<file path="src/rtl/wb_unit.sv">
// Writeback unit: arbitrates ALU results against load returns onto one RF write port.
// Optional sub-word load extraction when WB_SUBWORD_LOAD_EN is defined.
module wb_unit #(
  parameter int DATA_W = 32,
  parameter int REG_AW = 5
) (
  input  logic              clk,
  input  logic              rst,
  input  logic              alu_valid,
  input  logic [REG_AW-1:0] alu_rd,
  input  logic [DATA_W-1:0] alu_result,
  output logic              stall,
  input  logic              ld_req_valid,
  output logic              ld_req_ready,
  input  logic [REG_AW-1:0] ld_rd,
  input  logic [2:0]        ld_funct3,
  input  logic [1:0]        ld_off,
  input  logic              mem_rvalid,
  input  logic [DATA_W-1:0] mem_rdata,
  output logic              WE3,
  output logic [REG_AW-1:0] A3,
  output logic [DATA_W-1:0] WD3
);

  typedef enum logic [1:0] {
    IDLE,
    WAIT_MEM,
    WRITE
  } state_t;

  state_t state, state_nx;

  logic [REG_AW-1:0] p_rd;
  logic [2:0]        p_f3;
  logic [1:0]        p_off;
  logic [DATA_W-1:0] ld_data;
  logic [DATA_W-1:0] ext;

  logic              hold_v;
  logic [REG_AW-1:0] hold_rd;
  logic [DATA_W-1:0] hold_d;

  logic              hazard;
  logic              acc;
  logic              sel_v;
  logic [REG_AW-1:0] sel_rd;
  logic [DATA_W-1:0] sel_d;

  // An ALU write to the in-flight load's rd must not overtake it.
  assign hazard = alu_valid && (state != IDLE)
               && (alu_rd == p_rd) && (alu_rd != '0);
  assign stall = hold_v | hazard;
  assign acc = alu_valid & ~stall;
  assign ld_req_ready = (state == IDLE);

`ifdef WB_SUBWORD_LOAD_EN
  logic [7:0]  byte_v;
  logic [15:0] half_v;

  always_comb begin
    byte_v = mem_rdata[8*p_off +: 8];
    half_v = mem_rdata[16*p_off[1] +: 16];
    unique case (p_f3)
      3'b000:  ext = {{(DATA_W-8){byte_v[7]}}, byte_v};
      3'b001:  ext = {{(DATA_W-16){half_v[15]}}, half_v};
      3'b100:  ext = {{(DATA_W-8){1'b0}}, byte_v};
      3'b101:  ext = {{(DATA_W-16){1'b0}}, half_v};
      default: ext = mem_rdata;
    endcase
  end
`else
  logic unused_sub;
  assign unused_sub = ^{p_f3, p_off};
  assign ext = mem_rdata;
`endif

  always_comb begin
    state_nx = state;
    unique case (state)
      IDLE:     if (ld_req_valid) state_nx = WAIT_MEM;
      WAIT_MEM: if (mem_rvalid) state_nx = WRITE;
      WRITE:    state_nx = IDLE;
      default:  state_nx = IDLE;
    endcase
  end

  always_comb begin
    sel_v  = 1'b0;
    sel_rd = '0;
    sel_d  = '0;
    unique case (1'b1)
      (state == WRITE): begin
        sel_v  = 1'b1;
        sel_rd = p_rd;
        sel_d  = ld_data;
      end
      (state != WRITE && hold_v): begin
        sel_v  = 1'b1;
        sel_rd = hold_rd;
        sel_d  = hold_d;
      end
      (state != WRITE && !hold_v && acc): begin
        sel_v  = 1'b1;
        sel_rd = alu_rd;
        sel_d  = alu_result;
      end
      default: ;
    endcase
  end

  always_ff @(posedge clk) begin
    if (rst) begin
      state   <= IDLE;
      p_rd    <= '0;
      p_f3    <= '0;
      p_off   <= '0;
      ld_data <= '0;
      hold_v  <= 1'b0;
      hold_rd <= '0;
      hold_d  <= '0;
      WE3     <= 1'b0;
      A3      <= '0;
      WD3     <= '0;
    end else begin
      state <= state_nx;
      if (state == IDLE && ld_req_valid) begin
        p_rd  <= ld_rd;
        p_f3  <= ld_funct3;
        p_off <= ld_off;
      end
      if (state == WAIT_MEM && mem_rvalid) ld_data <= ext;
      // Hold captures an ALU write displaced by the load slot.
      if (state == WRITE && acc) begin
        hold_v  <= 1'b1;
        hold_rd <= alu_rd;
        hold_d  <= alu_result;
      end else if (state != WRITE && hold_v) begin
        hold_v <= 1'b0;
      end
      WE3 <= sel_v && (sel_rd != '0);
      if (sel_v) begin
        A3  <= sel_rd;
        WD3 <= sel_d;
      end
    end
  end

endmodule

</file>
<file path="config.mk">
export PLATFORM = sky130hd
export DESIGN_NAME = wb_unit
export DESIGN_NICKNAME = d
export VERILOG_FILES = /design/src/rtl/wb_unit.sv
export SDC_FILE = /design/constraint.sdc
export NUM_CORES = 1
export LEC_CHECK = 0
export CAP_MARGIN = 40
export CORE_UTILIZATION = 60
export CTS_BUF_LIST = sky130_fd_sc_hd__clkbuf_8
export DETAILED_ROUTE_END_ITERATION = 8
export DONT_BUFFER_PORTS = 1
export MAX_ROUTING_LAYER = met4
export PLACE_DENSITY = 0.74
export SYNTH_ARGS = -nofsm -noshare
export SYNTH_HDL_FRONTEND = slang
export SYNTH_SLANG_ARGS = --single-unit
</file>
<file path="constraint.sdc">
create_clock -name clk -period 5.4 [get_ports clk]
set_clock_uncertainty 0.1 [all_clocks]
set_input_delay 1.62 -clock clk [delete_from_list [all_inputs] [get_ports clk]]
set_output_delay 1.62 -clock clk [all_outputs]
set_load 0.01 [all_outputs]
</file>
-- Word-level counts from Yosys, hierarchy flattened
Index checks and enable logic that the tools add are counted.
- input port bits: 84
- word-level logic and storage cells: 44
- register bits after elaboration: 115
- bitwise gates (word level): 3
- muxes and demuxes: 8
- equal/unequal tests: 6
- reductions and logical operators: 18
- operator list (operator ; count):
    32-bit one-hot mux with 3 select lines ; 1
    5-bit one-hot mux with 3 select lines ; 1
    1-bit logical AND ; 10
    5-bit nonzero test ; 2
    2-bit != test (second input constant) ; 3
    5-bit == test ; 1
    2-bit two-way mux ; 2
    2-bit one-hot mux with 2 select lines ; 1
    2-bit nonzero test ; 2
    1-bit two-way mux ; 3
    3-bit OR reduction ; 1
    2-bit by 1-bit == test with 1-bit output (second input constant) ; 1
    2-bit == test (second input constant) ; 1
    2-bit zero test ; 1
    2-bit AND reduction ; 1
    1-bit bitwise AND ; 1
    1-bit zero test ; 1
    1-bit inverter ; 1
    1-bit bitwise OR ; 1

-- Longest topological paths before layout
- word-level depth: 11
- mapped depth: 7
- mapped depth without buffers: 5

-- Worst setup path before layout
Ideal clock, no wire load.
- kind: in2out
- start: in alu_rd[0]
- end: out stall
- setup slack: 1.069 ns
- stages on the path: 4
- arrival: 2.611 ns
- path through: or4_4 > a21oi_1 > nor2_1 > a41o_1
- cells in the longest elaborated chain, start to end: 4
- elaborated cells between the ends (all ways): 5
- those cells by class: eq/ne (1); bitwise (1); reduce/logical (3)
- RTL lines (item ; line ; RTL):
    from (decl) ; 10 ; input logic [REG_AW-1:0] alu_rd,
    5-bit == test ; 51 ; && (alu_rd == p_rd) && (alu_rd != '0);
    1-bit logical AND ; 51 ;
    1-bit logical AND * ; 51 ;
    1-bit bitwise OR * ; 52 ; assign stall = hold_v | hazard;
    to (decl) ; 12 ; output logic stall,
Mark *: on every way between the ends. The rest lies on a longest branch, timed or not.

-- Final worst setup path
Same ends and word-level chain as after synthesis.

==> flow_summary.toml <==
[layout]
layout_commonest_cell = "dfxtp_1"
antenna_cells = 0
final_util = 0.6571
area_delta_synth_final_pct = 6.759
instances_no_fill = 805
fin_area_um2 = 6364
seqCellArea_um2 = 2303
final_cell_mix = "dfxtp_1 (114), nand2_1 (96), nand2b_1 (74)"
fillers = 813
final_layout_size_suffix_gt1_frac = 0.1354
nets = 743
multiInputGateArea_um2 = 3313

[global_routing]
gr-total-overflow = 0
grt_usage = 0.3056
antenna_found_initial = 0
grt_max_degree = 158
grt_pass1_wl_um = 23940
grt_pass1_vias = 4806

[cts]
cts_resized = 0
clkTransAtPathRegs_ns = 0.07
clockBufferDepth = 2
cts-root-buf = "clkbuf_8"
hold_buffers = 0
post_cts_buffers = 0
cts_tree = "yes"
htreeDepth = 4
cts_buffers = 17
cts_sinks = 115
insertion_delay_ns = 0.43

[yosys]
syn_area_um2 = 5961
synth_edf_count = 0
synth_top_area_cell = "dfxtp_1"
ys_ff_latch = 115
synthTopCellsByArea = "dfxtp_1 (39%), nand2b_1 (8.0%), mux2i_1 (6.9%)"
synth_cells = 701
synthFlopType = "dfxtp_1"
synth_area_per_cell_um2 = 8.503
synthArstFlopShare = 0
synth_cell_types = 41
seq_area_frac_synth = 0.3862
ys.warnings.count = 0
syn_nets = 785
synth_top_area_frac = 0.3862

[timing]
rsz0062_at_grt = "no"
final.setup.worst_slack_ns = 1.017
slew_headroom = 0.4183
layout_worst_path_cycle_share = 0.8117
tightest_slew_ns = 0.8725
finalSetupViolCount = 0
period_needed_ns = 4.383
max_freq_mhz = 228.1
timing.hold.ws_ns = 0.3529
maxSlewViolCount = 0
tns_ns = 0
hold_viol = 0

[die]
fp-row-count = 36
core_um2 = 9684
chipWidth_um = 101.7
die_h_um = 101.7
io_pins = 124
start_util = 0.6155
die_area_um2 = 10340

[pwr]
p_total_mw = 2.105
power.static_leakage_nw = 2.283
switching_share = 0.2577
intPower_mw = 1.563
pwr-share-clk = 0.441
powerDensity_nw_per_um2 = 330.8
p_comb_frac = 0.112
power_frac_seq = 0.447
p_switching_mw = 0.5424
peakVddDrop_uv = 271.6

[worst_setup_path]
crit_type = "primary input to primary output"
critical_path.top_delay_family = "simple AND/OR/NAND/NOR gates"
end_kind = "primary output"
r2r-end = "hold_d[10]"
ff2ff_path_depth = 6
path_buf_inv = 0
crit_path_top_delay_cell = "or4_4"
r2r_start = "state[0]"
crit_fanout = 3
rrSetupSlack_ns = 2.66
critPathRequiredTime_ns = 3.68
slowest_delay_ns = 0.55
critPathArrivalTime_ns = 2.66
path_cells = "or4_4 > a21oi_1 > nor2_1 > a41o_1"
start_kind = "primary input"

[worst_hold_path]
hold_start = "ld_data[26]"
holdPathStages = 2
hold_end = "ld_data[26]"
hp-class = "flop to flop"

[placement]
numPortBuffers = 0
place.gp.congestion = 0.8260
place_area_um2 = 5906
pre_cts_slack_ns = 1.031
placed_cells_incl_taps = 773
dp_hpwl_um = 8805

[detailed_routing]
drtPass1Iterations = 5
drc = 0
routed_wl_um = 15020
vias = 5034
wire_per_inst_um = 18.65
drtAntennaViolNets = 0
initialDrtViolationCount = 197
viasPerCell = 6.253

[status]
status = "completed"

[job]
maxCapViolations = 0
==> cells by family after synthesis <==
group	synth area share
flops	0.3862
mux	0.06885
compound gates	0.1560
xor+xnor	0.005877
simple gates	0.3178
buf+inv	0.06528
==> synthesized netlist by cell type (all sizes together) (2+ instances only) <==
master  count
or2         2
clkbuf     49
mux2i      41
buf        22
a211oi     33
nor2       16
and2        2
and3        5
nor4       33
nand2      96
o31ai       6
and3b      31
o221ai      5
inv         4
nand3      32
a31o       31
o21ai       2
nor3        7
o31a        2
nand2b     76
xnor2       4
dfxtp     115
a21oi      40
or3        33
nand3b      5
==> metal layers <==
metal,part of all wire,up-vias,GRT usage
met5,0,-,-
met4,0.011,0,0.1003
met3,0.069,18,0.07591
met2,0.50,154,0.4969
met1,0.42,2446,0.3694
li1,-,2416,-
==> worst max path at each step <==
stage | end | depth (start not counted) | slack (ns) | start
after floorplan | stall | 4 | 1.07 | alu_rd[0]
after global placement | stall | 4 | 1.02 | alu_rd[0]
after detailed placement | stall | 4 | 1.03 | alu_rd[0]
after CTS | stall | 4 | 1.03 | alu_rd[0]
after global routing | stall | 4 | 0.99 | alu_rd[0]
final | stall | 4 | 1.02 | alu_rd[0]
==> sequential cells by signal, indices dropped and copies added, names as in the netlist <==
signal   count
p_rd         5
hold_d      32
hold_rd      5
state        2
WE3          1
hold_v       1
ld_data     32
A3           5
WD3         32
==> power groups by stage <==
stage | clock network [mW] | logic (mW) | registers (mW)
global route | 0.971 | 0.259 | 0.947
finish | 0.928 | 0.236 | 0.941
CTS | 0.934 | 0.236 | 0.941
detailed placement | 0 | 0.235 | 0.960
global placement | 0 | 0.223 | 0.959
floorplan | 0 | 0.207 | 0.949
==> area by class of cell <==
type	count	share of cell area
Inverter	4	0.002359
Clock buffer	18	0.03893
Timing Repair Buffer	10	0.01691
Clock inverter	14	0.03303
Tap cell	133	0.02615
Sequential cell	115	0.3620
Multi-Input combinational cell	511	0.5206
==> tightest hold or removal path, delay by kind of cell, from the launching register on <==
kind / cells / cell delay (ns)
DFF: 1 / 0.31
AOI/OAI and AO/OA: 1 / 0.05
and+or+nand+nor: 1 / 0.05
No activity file was read; power rests on OpenSTA's default activity.
==> RTL change 1 (same settings) <==
Set the parameter `DATA_W` to 64 (it was 32).
--- a/src/rtl/wb_unit.sv
+++ b/src/rtl/wb_unit.sv
@@ -1,7 +1,7 @@
 // Writeback unit: arbitrates ALU results against load returns onto one RF write port.
 // Optional sub-word load extraction when WB_SUBWORD_LOAD_EN is defined.
 module wb_unit #(
-  parameter int DATA_W = 32,
+  parameter int DATA_W = 64,
   parameter int REG_AW = 5
 ) (
   input  logic              clk,
Ports: changed (resized WD3, alu_result and mem_rdata); port bits go from 124 to 220. No check against the original RTL was run, so the function may have changed too.
==> RTL change 1 against the unedited design <==
  * Non-clock buffer count rose by 8
  * Sequential cell count rose by 96
  * Routed wire length is 89% higher
  * Cell area increased by 79%
  * Highest routed layer unchanged
  * Synthesized area up 78%
  * Synthesized cell count grew 81%
  * Power rose by 67%
  * Setup slack got worse by 0.11 ns
==> RTL change 1: results <==
run_status:
  outcome: "completed"
critical_path:
  r2r-end: "WD3[61]"
  rr_worst_depth: 5
  reg2reg_slack_ns: 2.73
  cp_slowest_cell: "or4_1"
  worstReg2RegStart: "p_rd[0]"
  worstPathArrival_ns: 2.77
route:
  wl_met2_mm: 13.16
  vias: 9113
  route.met3.wl_mm: 2.356
  dr.pass1.iters: 4
  drtIter0Drc: 571
  wl_met1_mm: 12.01
  viasPerCell: 6.280
  wl_per_cell_um: 19.60
synthesis:
  syn-instance-count: 1270
  synthTopCellsByArea: "dfxtp_1 (40%), nand2b_1 (8.2%), mux2i_1 (6.9%)"
  yosysUniqueCellTypes: 39
  ys_seq_area_frac: 0.3976
  yosys-top-cells-count: "dfxtp_1 (211), nand2_1 (192), nand2b_1 (140)"
placed_design:
  dp_hpwl_mm: 16.56
  dpl_cell_area_um2: 10670
  place_inst: 1385
  routabilityCongestion: 0.7825
pwr:
  peakVddDrop_mv: 0.2247
  pwr-share-comb: 0.118
  clkPwrFrac: 0.392
  p_sw_frac: 0.2669
  pg_comb_uw: 414
grt:
  use_met3: 0.08221
  grt_pass1_wl_mm: 45.22
  grt_use_met1: 0.3912
  antenna_found_initial: 2
  grt_use_met2: 0.4963
sta:
  relSlewSlack: 0.4949
clocking:
  cts.clk_slew.worst_paths_ns: 0.05
  clkLatencyLatePin_ns: 0.52
  cts_made_buffers: 39
  h-tree-depth: 2
  cts_max_path_buffers: 3
layout:
  reg_top3: "WD3: 64 flops, hold_d: 64 flops, ld_data: 64 flops"
  drive_above_1_share: 0.1136
-- RTL change 1: how the worst min path moves through the flow --
stage / start / to / slack [ns] / cells past startpoint
floorplan: ld_data[0] / ld_data[0] / 0.34 / 2
global placement: ld_data[13] / ld_data[13] / 0.34 / 2
detailed placement: ld_data[22] / ld_data[22] / 0.34 / 2
CTS: ld_data[22] / ld_data[22] / 0.35 / 2
global route: ld_data[24] / ld_data[24] / 0.36 / 2
finish: ld_data[14] / ld_data[14] / 0.35 / 2
-- RTL change 1: cell type report --
type                       instances  area, µm²
clock inverter                    19      71.32
tap                              225      281.5
sequential                       211       4228
multi-input combinational        927       5897
antenna                            2      5.005
inverter                           4      15.01
clock buffer                      45      619.3
timing repair buffer              18      252.7
fill                            1505       5927
-- RTL change 1: cells by family after synthesis --
group	Yosys count	synth area share
AO/OA/AOI/OAI	221	0.1492
flip-flops	211	0.3976
multiplexers	73	0.06879
buffers and inverters	132	0.05230
XOR/XNOR	4	0.003298
AND/OR/NAND/NOR	629	0.3287
==> RTL change 2 (config.mk and constraints unchanged) <==
Made on the original files. Re-encode `state_t` (3 states) as one-hot, 3 bits wide.
--- a/src/rtl/wb_unit.sv
+++ b/src/rtl/wb_unit.sv
@@ -22,10 +22,10 @@
   output logic [DATA_W-1:0] WD3
 );
 
-  typedef enum logic [1:0] {
-    IDLE,
-    WAIT_MEM,
-    WRITE
+  typedef enum logic [2:0] {
+    IDLE     = 3'b001,
+    WAIT_MEM = 3'b010,
+    WRITE    = 3'b100
   } state_t;
 
   state_t state, state_nx;
Check against the original RTL: same outputs for any inputs over 10 cycles, from zero or initial values and one cycle with rst high; not proved beyond that.
==> RTL change 2 against the unedited design <==
  * Cell area fell by 7.8%
  * Synthesized area fell by 8.7%
  * Routed wire length did not move
  * Die area fell by 8.5%
  * Sequential cell count rose by 1
  * Via count rose by 1.9%
  * Setup slack improved by 0.13 ns
  * Core utilization rose by 1.2 points
  * Synthesized cell count fell by 6.4%
  * Power fell by 12%
  * Sequential power fell by 2.4%
==> RTL change 2: results <==
pwr:
  peakVddDrop_mv: 0.2220
  p_leak_uw: 0.001980
layout:
  drive_above_1_share: 0.09325
  nets: 693
  fillers: 713
flow_run:
  drv_cap: 0
critical_path:
  crit_path_max_fanout: 5
  worstPathArrival_ns: 2.53
synthesis:
  ys_seq_area_frac: 0.4267
  synth_mux_area_frac: 0.009195
  yosys-top-cells-count: "dfxtp_1 (116), nand2_1 (85), a21oi_1 (71)"
  synth-xor-area-share: 0.006437
  synth-adder-area-share: 0
  synthTopCellsByArea: "dfxtp_1 (43%), or3_1 (7.2%), a21oi_1 (6.5%)"
  yosysUniqueCellTypes: 40
  synth_compound_area_frac: 0.2805
  syn_nets: 740
clocking:
  clkLatencyLatePin_ns: 0.43
  cts_made_buffers: 17
  cts_setup_buffers: 0
grt:
  grt_pass1_vias: 4738
  grt_pass1_wl_mm: 24.50
  grt_max_degree: 113
  grt_usage: 0.3281
placed_design:
  dp_hpwl_mm: 8.474
  routabilityCongestion: 0.8206
route:
  vias: 5132
  wl_per_cell_um: 20.57
  drtIter0Drc: 425
sta:
  worst_pin_slew_ns: 0.9369
run_status:
  outcome: "completed"
-- RTL change 2: cells by family after synthesis --
family	after synthesis
buf+inv	83
mux	5
xor+xnor	4
simple gates	222
flops	116
compound gates	226
-- RTL change 2: power breakdown --
part           internal [µW]  switching, µW  leakage (µW)
Combinational           63.8           79.0      0.000852
Clock                    411            376      0.000181
Sequential               885           33.1      0.000947
Total                   1360            488       0.00198
-- RTL change 2: final cells by class --
cell class | count | area [µm²] | share of cell area
flip-flops and latches | 116 | 2323 | 0.3961
multi-input cells | 457 | 2810 | 0.4791
clock buffers | 17 | 234.0 | 0.03989
clock inverters | 15 | 158.9 | 0.02709
well taps | 108 | 135.1 | 0.02304
inverters | 3 | 11.26 | 0.001920
repair buffers | 14 | 192.7 | 0.03285
-- RTL change 2: final timing paths --
check | start | to | cells past startpoint | slack, ns
worst max-delay path | alu_rd[1] | stall | 4 | 1.15
worst max register to register | p_rd[4] | WD3[22] | 6 | 2.53
worst min-delay path | ld_data[31] | ld_data[31] | 2 | 0.35
worst min register to register | ld_data[31] | ld_data[31] | 2 | 0.35
-- RTL change 2: per-stage QoR --
step                std cells  cell area [µm²]  worst slack [ns]
finish                    730             5866             1.147
global placement          693             5348             1.274
detailed placement        698             5473             1.143
CTS                       730             5866             1.141
global route              730             5866             1.127
floorplan                 656             5443             1.125
-- RTL change 2: worst max-delay path, cell delays in order --
cell and delay, ns:
xor2_1 0.16, nor4_1 0.45, nand3_2 0.15, nand2_1 0.15
-- RTL change 2: routing by layer --
| layer | vias up | global-route usage | part of all wire |
|---|---|---|---|
| met5 | - | - | 0 |
| met4 | 0 | 0.09050 | 0.021 |
| met3 | 34 | 0.09137 | 0.091 |
| met2 | 250 | 0.5065 | 0.47 |
| met1 | 2432 | 0.4247 | 0.42 |
| li1 | 2416 | - | - |
